--- config.mk ---
export PLATFORM = sky130hd
export DESIGN_NAME = mips_multicycle_control
export DESIGN_NICKNAME = d
export VERILOG_FILES = /design/src/rtl/mips_multicycle_control.sv
export SDC_FILE = /design/constraint.sdc
export NUM_CORES = 1
export LEC_CHECK = 0
export CORE_MARGIN = 10
export CORE_UTILIZATION = 25
export CTS_CLUSTER_SIZE = 8
export DETAILED_ROUTE_END_ITERATION = 10
export GPL_TIMING_DRIVEN = 1
export SETUP_SLACK_MARGIN = 0.2
export SYNTH_ARGS = -nofsm -noshare
export SYNTH_HDL_FRONTEND = slang
export SYNTH_SLANG_ARGS = --single-unit
--- constraint.sdc ---
create_clock -name CLK -period 2.7 [get_ports CLK]
set_clock_uncertainty 0.2 [all_clocks]
set_input_delay 0.27 -clock CLK [delete_from_list [all_inputs] [get_ports CLK]]
set_output_delay 0.27 -clock CLK [all_outputs]
set_load 0.02 [all_outputs]
--- src/rtl/mips_multicycle_control.sv ---
// mips_multicycle_control
// Multi-cycle control sequencer for the MIPS datapath. It walks each
// instruction through FETCH / DECODE / EXEC / MEM / WB, drives every datapath
// control line plus the PC and IR load enables, waits on the instruction and
// data memory ready handshakes, and stops in HALT with a fault code when it
// sees an illegal instruction or a memory that stays busy too long.
//
// Ports:
//   CLK, RST              rising-edge clock, asynchronous active-high reset
//   Opcode, Funct         instruction fields from the datapath IR
//   Is0                   ALU zero flag (branch decision)
//   IMemReady, DMemReady  instruction / data memory ready handshakes
//   RegDst .. JumpPC      datapath control lines
//   ALUcontrol            ALU operation (0101 add, 0110 sub, 0000 and, 0001 or, 0111 slt)
//   PCWrite, IRWrite      PC and IR load enables
//   State                 current state encoding (debug)
//   Halted, FaultCode     halt indication and reason (01 illegal, 10 timeout)
//   InstrCount            retired instruction count, wraps

module mips_multicycle_control #(
    parameter int TIMEOUT_CYCLES = 15,
    parameter int COUNT_W        = 16
) (
    input  logic               CLK,
    input  logic               RST,
    input  logic [5:0]         Opcode,
    input  logic [5:0]         Funct,
    input  logic               Is0,
    input  logic               IMemReady,
    input  logic               DMemReady,
    output logic               RegDst,
    output logic               RegWrite,
    output logic               ALUSrc,
    output logic               MemWrite,
    output logic               MemRead,
    output logic               MemToReg,
    output logic               PCSrc,
    output logic               JumpPC,
    output logic [3:0]         ALUcontrol,
    output logic               PCWrite,
    output logic               IRWrite,
    output logic [2:0]         State,
    output logic               Halted,
    output logic [1:0]         FaultCode,
    output logic [COUNT_W-1:0] InstrCount
);

    typedef enum logic [2:0] {
        ST_FETCH  = 3'd0,
        ST_DECODE = 3'd1,
        ST_EXEC   = 3'd2,
        ST_MEM    = 3'd3,
        ST_WB     = 3'd4,
        ST_HALT   = 3'd7
    } state_t;

    localparam int WAIT_W = $clog2(TIMEOUT_CYCLES + 1);

    localparam logic [5:0] OP_RTYPE = 6'b000000;
    localparam logic [5:0] OP_LW    = 6'b100011;
    localparam logic [5:0] OP_SW    = 6'b101011;
    localparam logic [5:0] OP_BEQ   = 6'b000100;
    localparam logic [5:0] OP_J     = 6'b000010;
    localparam logic [5:0] OP_ADDI  = 6'b001000;

    localparam logic [3:0] ALU_ADD = 4'b0101;
    localparam logic [3:0] ALU_SUB = 4'b0110;
    localparam logic [3:0] ALU_AND = 4'b0000;
    localparam logic [3:0] ALU_OR  = 4'b0001;
    localparam logic [3:0] ALU_SLT = 4'b0111;

    localparam logic [1:0] FAULT_ILLEGAL = 2'b01;
    localparam logic [1:0] FAULT_TIMEOUT = 2'b10;

    state_t              state;
    state_t              next_state;
    logic [WAIT_W-1:0]   wait_cnt;
    logic [5:0]          op_q;
    logic [5:0]          funct_q;
    logic [1:0]          fault_q;
    logic [COUNT_W-1:0]  instr_cnt;

    logic                decode_legal;
    logic                waiting;
    logic                wait_expired;
    logic                retire;

    function automatic logic [3:0] alu_from_funct(input logic [5:0] f);
        case (f)
            6'h22:   return ALU_SUB;
            6'h24:   return ALU_AND;
            6'h25:   return ALU_OR;
            6'h2A:   return ALU_SLT;
            default: return ALU_ADD;
        endcase
    endfunction

    // Legality is judged on the live IR fields during DECODE, before they are latched.
    always_comb begin
        decode_legal = 1'b0;
        case (Opcode)
            OP_RTYPE: begin
                case (Funct)
                    6'h20, 6'h22, 6'h24, 6'h25, 6'h2A: decode_legal = 1'b1;
                    default:                           decode_legal = 1'b0;
                endcase
            end
            OP_LW, OP_SW, OP_BEQ, OP_J, OP_ADDI: decode_legal = 1'b1;
            default:                             decode_legal = 1'b0;
        endcase
    end

    // The expiry fires on the TIMEOUT_CYCLES-th consecutive busy cycle, so a
    // ready arriving in that same cycle still takes the normal path.
    assign waiting      = ((state == ST_FETCH) && !IMemReady) ||
                          ((state == ST_MEM)   && !DMemReady);
    assign wait_expired = waiting && (wait_cnt == WAIT_W'(TIMEOUT_CYCLES - 1));

    always_ff @(posedge CLK or posedge RST) begin
        if (RST) begin
            state <= ST_FETCH;
        end else begin
            state <= next_state;
        end
    end

    // Next-state logic; retire marks the last cycle of an instruction.
    always_comb begin
        next_state = state;
        retire     = 1'b0;
        case (state)
            ST_FETCH: begin
                if (IMemReady)         next_state = ST_DECODE;
                else if (wait_expired) next_state = ST_HALT;
            end
            ST_DECODE: begin
                if (!decode_legal) begin
                    next_state = ST_HALT;
                end else if (Opcode == OP_J) begin
                    next_state = ST_FETCH;
                    retire     = 1'b1;
                end else begin
                    next_state = ST_EXEC;
                end
            end
            ST_EXEC: begin
                case (op_q)
                    OP_RTYPE, OP_ADDI: next_state = ST_WB;
                    OP_LW, OP_SW:      next_state = ST_MEM;
                    OP_BEQ: begin
                        next_state = ST_FETCH;
                        retire     = 1'b1;
                    end
                    default:           next_state = ST_HALT;
                endcase
            end
            ST_MEM: begin
                if (DMemReady) begin
                    if (op_q == OP_LW) begin
                        next_state = ST_WB;
                    end else begin
                        next_state = ST_FETCH;
                        retire     = 1'b1;
                    end
                end else if (wait_expired) begin
                    next_state = ST_HALT;
                end
            end
            ST_WB: begin
                next_state = ST_FETCH;
                retire     = 1'b1;
            end
            ST_HALT:  next_state = ST_HALT;
            default:  next_state = ST_FETCH;
        endcase
    end

    // Bookkeeping registers: busy counter, latched IR fields, fault and retire count.
    always_ff @(posedge CLK or posedge RST) begin
        if (RST) begin
            wait_cnt  <= '0;
            op_q      <= '0;
            funct_q   <= '0;
            fault_q   <= 2'b00;
            instr_cnt <= '0;
        end else begin
            if ((next_state != state) || !waiting) begin
                wait_cnt <= '0;
            end else begin
                wait_cnt <= wait_cnt + 1'b1;
            end
            if (state == ST_DECODE) begin
                op_q    <= Opcode;
                funct_q <= Funct;
            end
            if ((next_state == ST_HALT) && (state != ST_HALT)) begin
                fault_q <= wait_expired ? FAULT_TIMEOUT : FAULT_ILLEGAL;
            end
            if (retire) begin
                instr_cnt <= instr_cnt + 1'b1;
            end
        end
    end

    // Moore control outputs; the only input-dependent terms are the ready
    // gated fetch enables, the jump in DECODE and the branch decision on Is0.
    always_comb begin
        RegDst     = 1'b0;
        RegWrite   = 1'b0;
        ALUSrc     = 1'b0;
        MemWrite   = 1'b0;
        MemRead    = 1'b0;
        MemToReg   = 1'b0;
        PCSrc      = 1'b0;
        JumpPC     = 1'b0;
        ALUcontrol = ALU_ADD;
        PCWrite    = 1'b0;
        IRWrite    = 1'b0;
        Halted     = 1'b0;
        case (state)
            ST_FETCH: begin
                IRWrite = IMemReady;
                PCWrite = IMemReady;
            end
            ST_DECODE: begin
                if (Opcode == OP_J) begin
                    PCWrite = 1'b1;
                    JumpPC  = 1'b1;
                end
            end
            ST_EXEC: begin
                case (op_q)
                    OP_RTYPE: begin
                        RegDst     = 1'b1;
                        ALUcontrol = alu_from_funct(funct_q);
                    end
                    OP_ADDI, OP_LW, OP_SW: ALUSrc = 1'b1;
                    OP_BEQ: begin
                        ALUcontrol = ALU_SUB;
                        PCSrc      = 1'b1;
                        PCWrite    = Is0;
                    end
                    default: ;
                endcase
            end
            ST_MEM: begin
                ALUSrc = 1'b1;
                if (op_q == OP_LW) MemRead  = 1'b1;
                else               MemWrite = 1'b1;
            end
            ST_WB: begin
                RegWrite = 1'b1;
                if (op_q == OP_LW) begin
                    MemToReg = 1'b1;
                end else if (op_q == OP_RTYPE) begin
                    RegDst     = 1'b1;
                    ALUcontrol = alu_from_funct(funct_q);
                end
            end
            ST_HALT:  Halted = 1'b1;
            default:  ;
        endcase
    end

    assign State      = state;
    assign FaultCode  = fault_q;
    assign InstrCount = instr_cnt;

endmodule

Yosys cells after proc, flatten, opt, wreduce, memory -nomap -nowiden
Index checks and enable logic that the tools add are counted.
- output and inout bits: 36
- memories: 0
- logic and storage cells: 91
- bits in read-only memories: 0
- memory bits (writable): 0
- flip-flop bits (word level): 37
- bits in latches: 0
- $lt $le $gt $ge: 0
- bitwise operators: 0
- $add $sub $neg: 2
- reductions and logical operators: 17
- divide/modulo/power cells: 0
- multipliers: 0
- shift-type cells: 0
- mux-type cells: 39
- eq/ne operators: 27
- operator list (cell ; count):
    6-bit == test, second input constant ; 13
    1-bit two-way mux ; 19
    16-bit by 1-bit adder with 16-bit output, second input constant ; 1
    3-bit two-way mux ; 5
    3-bit case mux with 5 select lines ; 1
    6-bit by 3-bit == test with 1-bit output, second input constant ; 2
    6-bit by 4-bit == test with 1-bit output, second input constant ; 2
    6-bit logical NOT ; 2
    4-bit two-way mux ; 3
    3-bit case mux with 4 select lines ; 1
    5-bit OR reduction ; 2
    3-bit == test, second input constant ; 3
    3-bit case mux with 3 select lines ; 1
    4-bit case mux with 2 select lines ; 1
    3-bit by 2-bit == test with 1-bit output, second input constant ; 2
    6-bit by 2-bit == test with 1-bit output, second input constant ; 1
    1-bit case mux with 2 select lines ; 3
    3-bit case mux with 2 select lines ; 1
    4-bit by 1-bit adder with 4-bit output, second input constant ; 1
    4-bit == test, second input constant ; 1
    1-bit logical AND ; 4
    2-bit two-way mux ; 2
    1-bit case mux with 4 select lines ; 1
    2-bit OR reduction ; 2
    8 further kinds ; 11

Longest topological paths before layout
Gate-level depths: netlist (run 1).
- depth after elaboration: 10
- depth in mapped cells: 9

Least setup slack after synthesis (run 1)
No wires, ideal clock.
- path kind: register -> output
- start: reg state[1] (netlist: State[1])
- end: out ALUcontrol[2]
- path buffers: 1
- setup slack: 0.185 ns
- arrival time: 2.045 ns
- data required time: 2.230 ns
- stages on the path, launching flop included: 6
- cell sequence: dfrtp_1 buf_2 or3b_1 a211oi_1 nor2b_1 nand4b_1
- longest elaborated chain between the ends: 2
- elaborated cells on any way between the ends: 3
- RTL lines (what ; RTL line ; text):
    start, declared ; 75 ; state_t state;
    start signal, assigned ; 123 ; state <= next_state;
    3-bit == test / 3-bit by 2-bit == test with 1-bit output (equally long branches) ; 220 ; case (state)
    4-bit case mux with 2 select lines * ; 220 ;
    end, declared ; 39 ; output logic [3:0] ALUcontrol,
Every way passes the cells marked *; elsewhere a longest branch is shown, timed or not.

Final worst setup path (run 1)
- start: reg op_q[4]
- end: reg instr_cnt[1] (netlist: InstrCount[1])
- longest elaborated chain between the ends: 4
- elaborated cells on any way between the ends: 6
- RTL lines (what ; RTL line ; text):
    start, declared ; 78 ; logic [5:0] op_q;
    start signal, assigned ; 193 ; op_q <= Opcode;
    6-bit == test ; 159 ; if (op_q == OP_LW) begin
    1-bit two-way mux ; 159 ;
    1-bit two-way mux ; 158 ; if (DMemReady) begin
    1-bit case mux with 4 select lines * ; 131 ; case (state)
    end signal, assigned ; 200 ; instr_cnt <= instr_cnt + 1'b1;
    end, declared ; 81 ; logic [COUNT_W-1:0] instr_cnt;
Marked as above.
A chain may end at the register's enable or synchronous reset.

==> run summary, run 1 <==
- **layout cells sized above 1** 21.4%
- **routed len/inst** 14.4 um
- **number of H-tree levels** 2
- **Post-synth EDFFs** 0
- **post-synth top area share** 46.2%
- **endpoint of the lowest-slack register-to-register path** InstrCount[1]
- **post-detailed-placement cell area** 2730 um^2
- **register bit count reported by yosys** 37
- **Worst Reg2Reg Path Length in Cells** 7
- **netlist area before placement** 2000 um^2
- **die span in y** 110 um
- **Distinct cells, synth** 53
- **pin count of the biggest net entering global routing** 38
- **largest stage delay on the critical path** 0.59 ns
- **Hold WC Path Type** input pin to asynchronous set/reset pin
- **cell count after synthesis** 194
- **area inside the core boundary** 7770 um^2
- **Register Area** 927 um^2
- **post-route clock period utilization** 89.9%
- **final hold violation count** 0
- **CTS Sinks** 37
- **number of setup violations in the final report** 0
- **outcome** finished, final reports clean
- **number of rows in the core area** 32
- **Async SR Flop Fraction** 100%
- **Final HPWL DP** 3970 um
- **routability-driven placement congestion ratio** 0.716
- **Final #Nets** 281
- **Cell Chain, Critical Path** or4_4, nor3b_4, buf_4, a32oi_4, o21ai_4, buf_12, mux2_2
- **worst-path fanout max** 8
- **remaining antenna violation count** 0
- **launching point of the worst reg2reg path** op_q[4]
- **multi-input logic area** 1060 um^2
- **post-synthesis average cell area** 10.3 um^2
- **clock tree from TritonCTS** yes
- **RSZ-0062 raised after global routing** false
- **Pins Over Slew Limit** 0
- **Total Routed Length** 5240 um
- **most frequent cells after synthesis** 37 x dfrtp_1, 16 x nor2_1, 16 x xnor2_1
- **power density normalized to cell area** 917 nW/um^2
- **design area** 2900 um^2
- **Worst Setup End Kind** register
- **Initial Utilization** 25.8%
- **Buf/Inv on CP** 2
- **Arrival @ worst endpoint** 2.40 ns
- **main area contributors after synthesis** dfrtp_1 46%, mux2_2 7.3%, xnor2_1 7.0%
- **post-synthesis sequential area ratio** 46.2%
- **Max Root-Sink Buffers** 2
- **maximum frequency from static timing analysis** 412 MHz
- **Worst-path clk slew** 0.07 ns
- **Iteration-0 DRC Markers** 33
- **leakage power total** 1.30 nW
- **Required @ worst endpoint** 2.68 ns
- **final standard cell utilization of the core** 37.4%
- **cell with the most instances after synthesis** dfrtp_1
- **via/cell ratio** 4.62
- **number of detailed-routing iterations run before antenna repair** 5
- **number of clock buffers inserted by TritonCTS** 5
- **Primary FF master, synth** dfrtp_1
- **Post-Synthesis Net Count** 214
- **via count of the first global-routing pass** 1727
- **overall die width** 110 um
- **Die Footprint** 12000 um^2
- **setup slack, reg-to-reg** 0.27 ns
- **Crit path max-delay family** simple AND/OR/NAND/NOR gates
- **area leader, netlist** dfrtp_1
- **initial antenna violation count** 0
- **number of vias after detailed routing** 1683
- **slowest library cell on the worst path** or4_4
- **CTS Hold Buffers Added** 0
- **minimum clock period** 2.43 ns
- **area overhead of the layout relative to synthesis** 44.9%
- **number of warnings reported in the yosys synthesis log** 0
- **source-to-sink clock delay at the later pin of the worst-skew pair** 0.29 ns
- **clock root buffer** clkbuf_8
- **Maximum Capacitance Violations** 0
- **gr ovfl total** 0
- **global-route wire length before repair** 8590 um
- **fill cell instance count of the final layout** 806
- **Startpoint Class** register
- **gr usage total** 9.06%
- **num ports** 53
- **number of port buffers** 51
- **diode insertion count for antenna repair** 0
- **maximum resistive drop on vdd** 548 uV
- **Worst Path Class, Setup** register to register
- **# DRC** 0
-- how the worst max path moves through the flow --
stage	from	depth (start not counted)	to	slack [ns]
final	op_q[4]	7	InstrCount[1]	0.27
after global routing	State[1]	8	wait_cnt[3]	0.20
after CTS	op_q[5]	5	ALUcontrol[1]	0.11
after detailed placement	Opcode[0]	6	PCWrite	-0.08
after global placement	Opcode[0]	6	PCWrite	-0.08
after floorplan	State[1]	5	ALUcontrol[2]	0.33
-- metrics by stage --
step / hold WS (ns) / worst slack (ns) / total power, mW / std cells / TNS (ns)
after detailed placement: 0.270 / -0.0836 / 2.17 / 354 / -0.0836
final: 0.178 / 0.273 / 2.66 / 364 / 0
after floorplan: 0.222 / 0.333 / 1.67 / 194 / 0
after CTS: 0.196 / 0.113 / 2.61 / 362 / 0
after global routing: 0.231 / 0.199 / 2.87 / 364 / 0
after global placement: 0.268 / -0.0784 / 2.15 / 354 / -0.0784
-- cell usage in the layout (no fill, tap or decap), types with 3 or more instances in the layout --
cell type / n
xnor2_1: 16
clkbuf_8: 7
dlymetal6s2s_1: 4
clkdlybuf4s50_1: 38
xor2_1: 4
buf_4: 16
a21oi_1: 3
dlygate4sd2_1: 4
and3_1: 8
inv_1: 9
nand4b_1: 3
nor2b_1: 3
nor2_1: 14
clkbuf_2: 4
nand3_1: 9
ha_1: 3
dfrtp_1: 36
nand2b_1: 3
nand2_1: 12
mux2_2: 13
nand4_1: 5
-- what timing repair did --
| item | CTS | global route |
|---|---|---|
| resized for setup | 15 | 21 |
| endpoints found under the hold margin | 0 | 0 |
| pin swaps | 0 | 3 |
| buffers inserted | 0 | 1 |
| endpoints found under the setup margin | 9 | 11 |
| gates cloned | 0 | 1 |
-- where the power goes --
| group | leakage (nW) | internal, mW | total, mW | switching [mW] |
|---|---|---|---|---|
| Combinational | 0.776 | 0.660 | 1.33 | 0.667 |
| Sequential | 0.471 | 0.735 | 0.907 | 0.172 |
| Clock | 0.0542 | 0.231 | 0.430 | 0.199 |
-- flip-flops by register name, indices dropped and copies added, names as in the netlist --
| signal | flops |
|---|---|
| FaultCode | 2 |
| InstrCount | 16 |
| State | 3 |
| funct_q | 6 |
| op_q | 6 |
| wait_cnt | 4 |
-- metal layers --
layer	GRT usage (%)	part of all wire, %	up-vias
met5	0	0	-
met4	2.23	0.65	0
met3	4.86	9.4	4
met2	13.9	45	48
met1	10.9	44	804
li1	-	-	827
-- logic make-up (layout without fill, tap and decap cells) --
kind of cell | count (synthesis) | count (layout) | share of synthesized area, %
compound gates | 24 | 24 | 8.99
flops | 37 | 37 | 46.2
buf+inv | 17 | 85 | 3.87
xor+xnor | 20 | 20 | 8.74
mux | 14 | 14 | 7.80
simple gates | 78 | 78 | 22.3
other cells | 1 | 1 | 0.187
fa+ha+maj | 3 | 3 | 1.87
-- worst reg2reg max path: cells and delay by family, from the launching register on --
kind	cells	cell delay, ns
mux	1	0.32
buf+inv	2	0.31
flops	1	0.39
compound gates	2	0.30
simple gates	2	0.81
-- final cells by class --
cell class,count,share of cell area [%]
multi-input cells,140,36.6
flip-flops and latches,37,31.9
repair buffers,68,22.4
well taps,102,4.39
clock buffers,7,3.32
inverters,9,1.16
clock inverters,1,0.172
Note: power is estimated with default switching activity, not from simulation.
==> run 2: changes to the inputs <==
--- a/config.mk
+++ b/config.mk
@@ -5,11 +5,14 @@
 export SDC_FILE = /design/constraint.sdc
 export NUM_CORES = 1
 export LEC_CHECK = 0
+export CELL_PAD_IN_SITES_DETAIL_PLACEMENT = 0
+export CELL_PAD_IN_SITES_GLOBAL_PLACEMENT = 2
 export CORE_MARGIN = 10
 export CORE_UTILIZATION = 25
 export CTS_CLUSTER_SIZE = 8
 export DETAILED_ROUTE_END_ITERATION = 10
 export GPL_TIMING_DRIVEN = 1
+export PLACE_DENSITY_LB_ADDON = 0.1
 export SETUP_SLACK_MARGIN = 0.2
 export SYNTH_ARGS = -nofsm -noshare
 export SYNTH_HDL_FRONTEND = slang
==> run summary, run 2 (synthesis results as in run 1) <==
- **outcome** finished, final reports clean
- **number of buffers inserted to repair setup after CTS** 0
- **number of setup violations in the final report** 0
- **post-route clock period utilization** 89.7%
- **Buf/Inv on CP** 1
- **overall power of the completed layout** 2.80 mW
- **setup slack of the critical path after layout** 0.277 ns
- **Max Root-Sink Buffers** 2
- **die span in y** 110 um
- **Worst Path Class, Setup** register to primary output
- **source-to-sink clock delay at the later pin of the worst-skew pair** 0.28 ns
- **Final #Nets** 284
- **via count of the first global-routing pass** 1708
- **Die Footprint** 12000 um^2
- **Maximum Capacitance Violations** 0
- **leading cell type in the layout, fill and taps excluded** clkdlybuf4s50_1
- **number of detailed-routing iterations run before antenna repair** 4
- **clock tree from TritonCTS** yes
- **CTS Sinks** 37
- **maximum resistive drop on vdd** 431 uV
- **logic depth of the worst path, buffers included** 4
- **global-route wire length before repair** 8810 um
- **Initial Utilization** 25.8%
- **routability-driven placement congestion ratio** 0.733
- **num ports** 53
- **startpoint of the most critical setup path** op_q[1]
- **number of port buffers** 51
- **layout cells sized above 1** 22.6%
- **highest-count cells in the layout ignoring fill and taps** 40 x clkdlybuf4s50_1, 37 x dfrtp_1, 19 x buf_4
- **pin count of the biggest net entering global routing** 38
- **worst-path fanout max** 3
- **number of clock buffers inserted by TritonCTS** 5
- **Required @ worst endpoint** 2.23 ns
- **diode insertion count for antenna repair** 0
- **RSZ-0062 raised after global routing** false
- **flip-flop count of the largest register after layout** 16
- **area overhead of the layout relative to synthesis** 46.2%
- **largest stage delay on the critical path** 0.59 ns
- **initial antenna violation count** 0
- **overall die width** 110 um
- **Worst-path clk slew** 0.08 ns
- **Crit path max-delay family** simple AND/OR/NAND/NOR gates
- **area inside the core boundary** 7770 um^2
- **number of rows in the core area** 32
- **remaining antenna violation count** 0
- **via/cell ratio** 4.53
- **Iteration-0 DRC Markers** 43
- **endpoint of the lowest-slack register-to-register path** InstrCount[1]
- **number of H-tree levels** 2
- **Worst Setup End Kind** primary output
- **setup slack, reg-to-reg** 0.30 ns
- **Cell Chain, Critical Path** or4_4, a211oi_4, nor2b_4, clkdlybuf4s15_1
- **# DRC** 0
- **gr usage total** 9.17%
- **worst hold slack** 0.191 ns
- **leakage power total** 1.29 nW
- **pre-CTS worst setup slack** -0.162 ns
- **launching point of the worst reg2reg path** op_q[1]
- **power density normalized to cell area** 957 nW/um^2
- **minimum clock period** 2.42 ns
- **Worst Reg2Reg Path Length in Cells** 7
- **Pins Over Slew Limit** 0
- **Hold WC Path Type** input pin to asynchronous set/reset pin
- **Final HPWL DP** 4230 um
- **number of vias after detailed routing** 1661
- **Startpoint Class** register
- **maximum frequency from static timing analysis** 413 MHz
- **final hold violation count** 0
- **final standard cell utilization of the core** 37.7%
- **clock root buffer** clkbuf_8
- **Total Routed Length** 5540 um
- **Arrival @ worst endpoint** 1.95 ns
- **gr ovfl total** 0
- **slowest library cell on the worst path** or4_4
- **routed len/inst** 15.1 um
-- run 2: changes by cell type in the layout (fill, tap and decap cells not counted), sizes merged, moves of 2 or more --
cell / change
dlygate4sd2: -3
clkdlybuf4s50: +2
clkbuf: -2
clkdlybuf4s15: +2
buf: +5
-- run 2: worst max path at each step --
stage | endpoint | slack [ns]
after floorplan | ALUcontrol[2] | 0.33
after global placement | PCWrite | -0.14
after detailed placement | PCWrite | -0.16
after CTS | ALUcontrol[1] | 0.1
after global routing | ALUSrc | 0.20
final | RegDst | 0.28
-- run 2: tightest hold or removal path, stage by stage --
cell and delay, ns:
clkdlybuf4s50_1 0.39, inv_1 0.05, buf_4 0.41
-- run 2: layer usage --
layer | wire [um] | part of all wire [%] | vias up | global-route usage [%]
met3 | 304 | 5.5 | 2 | 3.74
met5 | 0 | 0 | - | 0
met4 | 27 | 0.49 | 0 | 1.95
met2 | 2530 | 46 | 38 | 14.7
li1 | - | - | 826 | -
met1 | 2670 | 48 | 795 | 11.4
-- run 2: power breakdown --
part           switching, mW  internal (mW)
Sequential             0.177          0.733
Combinational          0.686          0.704
Clock                  0.203          0.301
-- run 2: metrics by stage --
stage,TNS [ns],cell area [um^2],std cells
2_1_floorplan,0,2010,194
3_3_place_gp,-0.197,2780,359
3_5_place_dp,-0.271,2780,359
4_1_cts,0,2920,367
5_1_grt,0,2930,367
6_report,0,2930,367
-- run 2: what timing repair did --
| item | 4_1_cts | 5_1_grt |
|---|---|---|
| pin swaps | 0 | 3 |
| hold buffers | 0 | 0 |
| gates resized for setup | 20 | 18 |
| setup endpoints to repair | 8 | 15 |
-- run 2: layout make-up --
cell class | count | area, um^2
tap | 102 | 128
clock inverter | 1 | 30.0
multi-input combinational | 140 | 1060
sequential | 37 | 926
inverter | 9 | 33.8
clock buffer | 7 | 86.3
fill | 828 | 4840
timing repair buffer | 71 | 671
==> run 3: changes to the inputs <==
--- a/config.mk
+++ b/config.mk
@@ -8,11 +8,12 @@
 export CELL_PAD_IN_SITES_DETAIL_PLACEMENT = 0
 export CELL_PAD_IN_SITES_GLOBAL_PLACEMENT = 2
 export CORE_MARGIN = 10
-export CORE_UTILIZATION = 25
+export CORE_UTILIZATION = 30
 export CTS_CLUSTER_SIZE = 8
 export DETAILED_ROUTE_END_ITERATION = 10
 export GPL_TIMING_DRIVEN = 1
 export PLACE_DENSITY_LB_ADDON = 0.1
+export RECOVER_POWER = 50
 export SETUP_SLACK_MARGIN = 0.2
 export SYNTH_ARGS = -nofsm -noshare
 export SYNTH_HDL_FRONTEND = slang
==> run summary, run 3 (synthesis results as in run 1) <==
- **number of H-tree levels** 2
- **routed len/inst** 15.4 um
- **post-route clock period utilization** 90.5%
- **num ports** 53
- **clock tree from TritonCTS** yes
- **gr usage total** 10.4%
- **maximum frequency from static timing analysis** 409 MHz
- **sequential cell fraction of total power** 33.5%
- **Hold WC Path Type** register to register
- **largest stage delay on the critical path** 0.57 ns
- **outcome** finished, final reports clean
- **switching power summed over all nets** 1.01 mW
- **fill cell instance count of the final layout** 647
- **Worst-path clk slew** 0.08 ns
- **via count of the first global-routing pass** 1708
- **number of rows in the core area** 29
- **Arrival @ worst endpoint** 1.97 ns
- **overall die width** 102 um
- **gr ovfl total** 0
- **flip-flop count of the largest register after layout** 16
- **switching power as a share of total power** 37.9%
- **number of port buffers** 51
- **Worst Setup End Kind** primary output
- **Iteration-0 DRC Markers** 36
- **final hold violation count** 0
- **Final HPWL DP** 4060 um
- **diode insertion count for antenna repair** 0
- **hold path start** InstrCount[15]
- **CTS Sinks** 37
- **startpoint of the most critical setup path** op_q[5]
- **Cell Chain, Critical Path** or4_4, a211oi_2, nor2b_4, a21o_1, clkbuf_2
- **slowest library cell on the worst path** or4_4
- **Worst Path Class, Setup** register to primary output
- **minimum clock period** 2.44 ns
- **# DRC** 0
- **pin count of the biggest net entering global routing** 38
- **global-route wire length before repair** 8650 um
- **area overhead of the layout relative to synthesis** 41.4%
- **initial antenna violation count** 0
- **Max Root-Sink Buffers** 2
- **number of clock buffers inserted by TritonCTS** 5
- **Maximum Capacitance Violations** 0
- **Clk pwr share** 17.3%
- **post-detailed-placement cell area** 2730 um^2
- **launching point of the worst reg2reg path** op_q[5]
- **area inside the core boundary** 6420 um^2
- **Total Routed Length** 5240 um
- **Initial Utilization** 31.2%
- **headroom to the max-slew limit** 38.3%
- **highest-count cells in the layout ignoring fill and taps** 37 x dfrtp_1, 22 x clkdlybuf4s50_1, 18 x dlygate4sd3_1
- **remaining antenna violation count** 0
- **worst-path fanout max** 3
- **clock root buffer** clkbuf_8
- **maximum resistive drop on vdd** 479 uV
- **power density normalized to cell area** 944 nW/um^2
- **overall power of the completed layout** 2.67 mW
- **design area** 2830 um^2
- **number of detailed-routing iterations run before antenna repair** 4
- **Pins Over Slew Limit** 0
- **die span in y** 102 um
- **Worst-Margin Slew** 0.926 ns
- **layout cells sized above 1** 20.2%
- **leakage power total** 1.31 nW
- **number of vias after detailed routing** 1633
- **Required @ worst endpoint** 2.23 ns
- **leading cell type in the layout, fill and taps excluded** dfrtp_1
- **Logic pwr share** 49.2%
- **routability-driven placement congestion ratio** 0.729
- **source-to-sink clock delay at the later pin of the worst-skew pair** 0.28 ns
- **Final #Nets** 282
- **via/cell ratio** 4.82
- **Die Footprint** 10400 um^2
- **RSZ-0062 raised after global routing** true
- **number of setup violations in the final report** 0
- **Startpoint Class** register
- **internal power contribution** 1.66 mW
run 3: changes by cell type in the layout (fill, tap and decap cells not counted), moves of 3 or more:
cell             change
clkdlybuf4s50_1     -18
dlygate4sd2_1        +3
dlygate4sd3_1       +18
buf_4                -4
run 3: worst max-delay path, delay by kind of cell, from the launching register on:
family | cells | cell delay, ns
buffers and inverters | 1 | 0.16
flip-flops | 1 | 0.38
AO/OA/AOI/OAI | 2 | 0.37
AND/OR/NAND/NOR | 2 | 0.78
run 3: worst paths after layout:
| path | endpoint | slack (ns) | depth (start not counted) |
|---|---|---|---|
| worst min register to register | InstrCount[15] | 0.28 | 1 |
| worst max register to register | InstrCount[1] | 0.30 | 7 |
| max in group asynchronous | InstrCount[2] | 1.22 | 3 |
| min in group asynchronous | FaultCode[0] | 0.51 | 3 |
| worst max-delay path | ALUcontrol[1] | 0.26 | 5 |
| worst min-delay path | InstrCount[15] | 0.28 | 1 |
run 3: timing repair:
action | CTS | global route
pin swaps | 2 | 0
buffers inserted | 0 | 0
hold endpoints to repair | 0 | 0
resized for setup | 20 | 7
endpoints found under the setup margin | 9 | 9
hold buffers | 0 | 0
run 3: stage by stage:
step | hold slack [ns] | setup TNS, ns | setup slack (ns) | std cells | util, %
floorplan | 0.222 | 0 | 0.333 | 194 | -
global placement | 0.261 | -0.0770 | -0.0770 | 332 | 42.5
detailed placement | 0.280 | -0.0779 | -0.0779 | 332 | 42.5
CTS | 0.218 | 0 | 0.0644 | 339 | 44.1
global route | 0.310 | 0 | 0.154 | 339 | 44.1
finish | 0.279 | 0 | 0.257 | 339 | 44.1
run 3: metal layers:
metal	vias up	part of all wire, %	track usage, %
li1	824	-	-
met1	766	47	13.3
met2	39	45	15.9
met3	4	7.5	3.74
met4	0	0.69	3.52
met5	-	0	0
run 3: power groups by stage:
stage / registers, mW / clock network (mW) / logic [mW]
finish: 0.895 / 0.462 / 1.32
global route: 0.931 / 0.499 / 1.45
CTS: 0.902 / 0.479 / 1.35
detailed placement: 0.907 / 0 / 1.35
global placement: 0.911 / 0 / 1.35
floorplan: 0.968 / 0 / 0.707
run 3: area by class of cell:
type	count	area, um^2	area share (%)
multi-input combinational	140	1020	36.2
sequential	37	926	32.7
timing repair buffer	69	649	22.9
tap	77	96.3	3.40
clock buffer	5	68.8	2.43
clock inverter	2	35.0	1.24
inverter	9	33.8	1.19
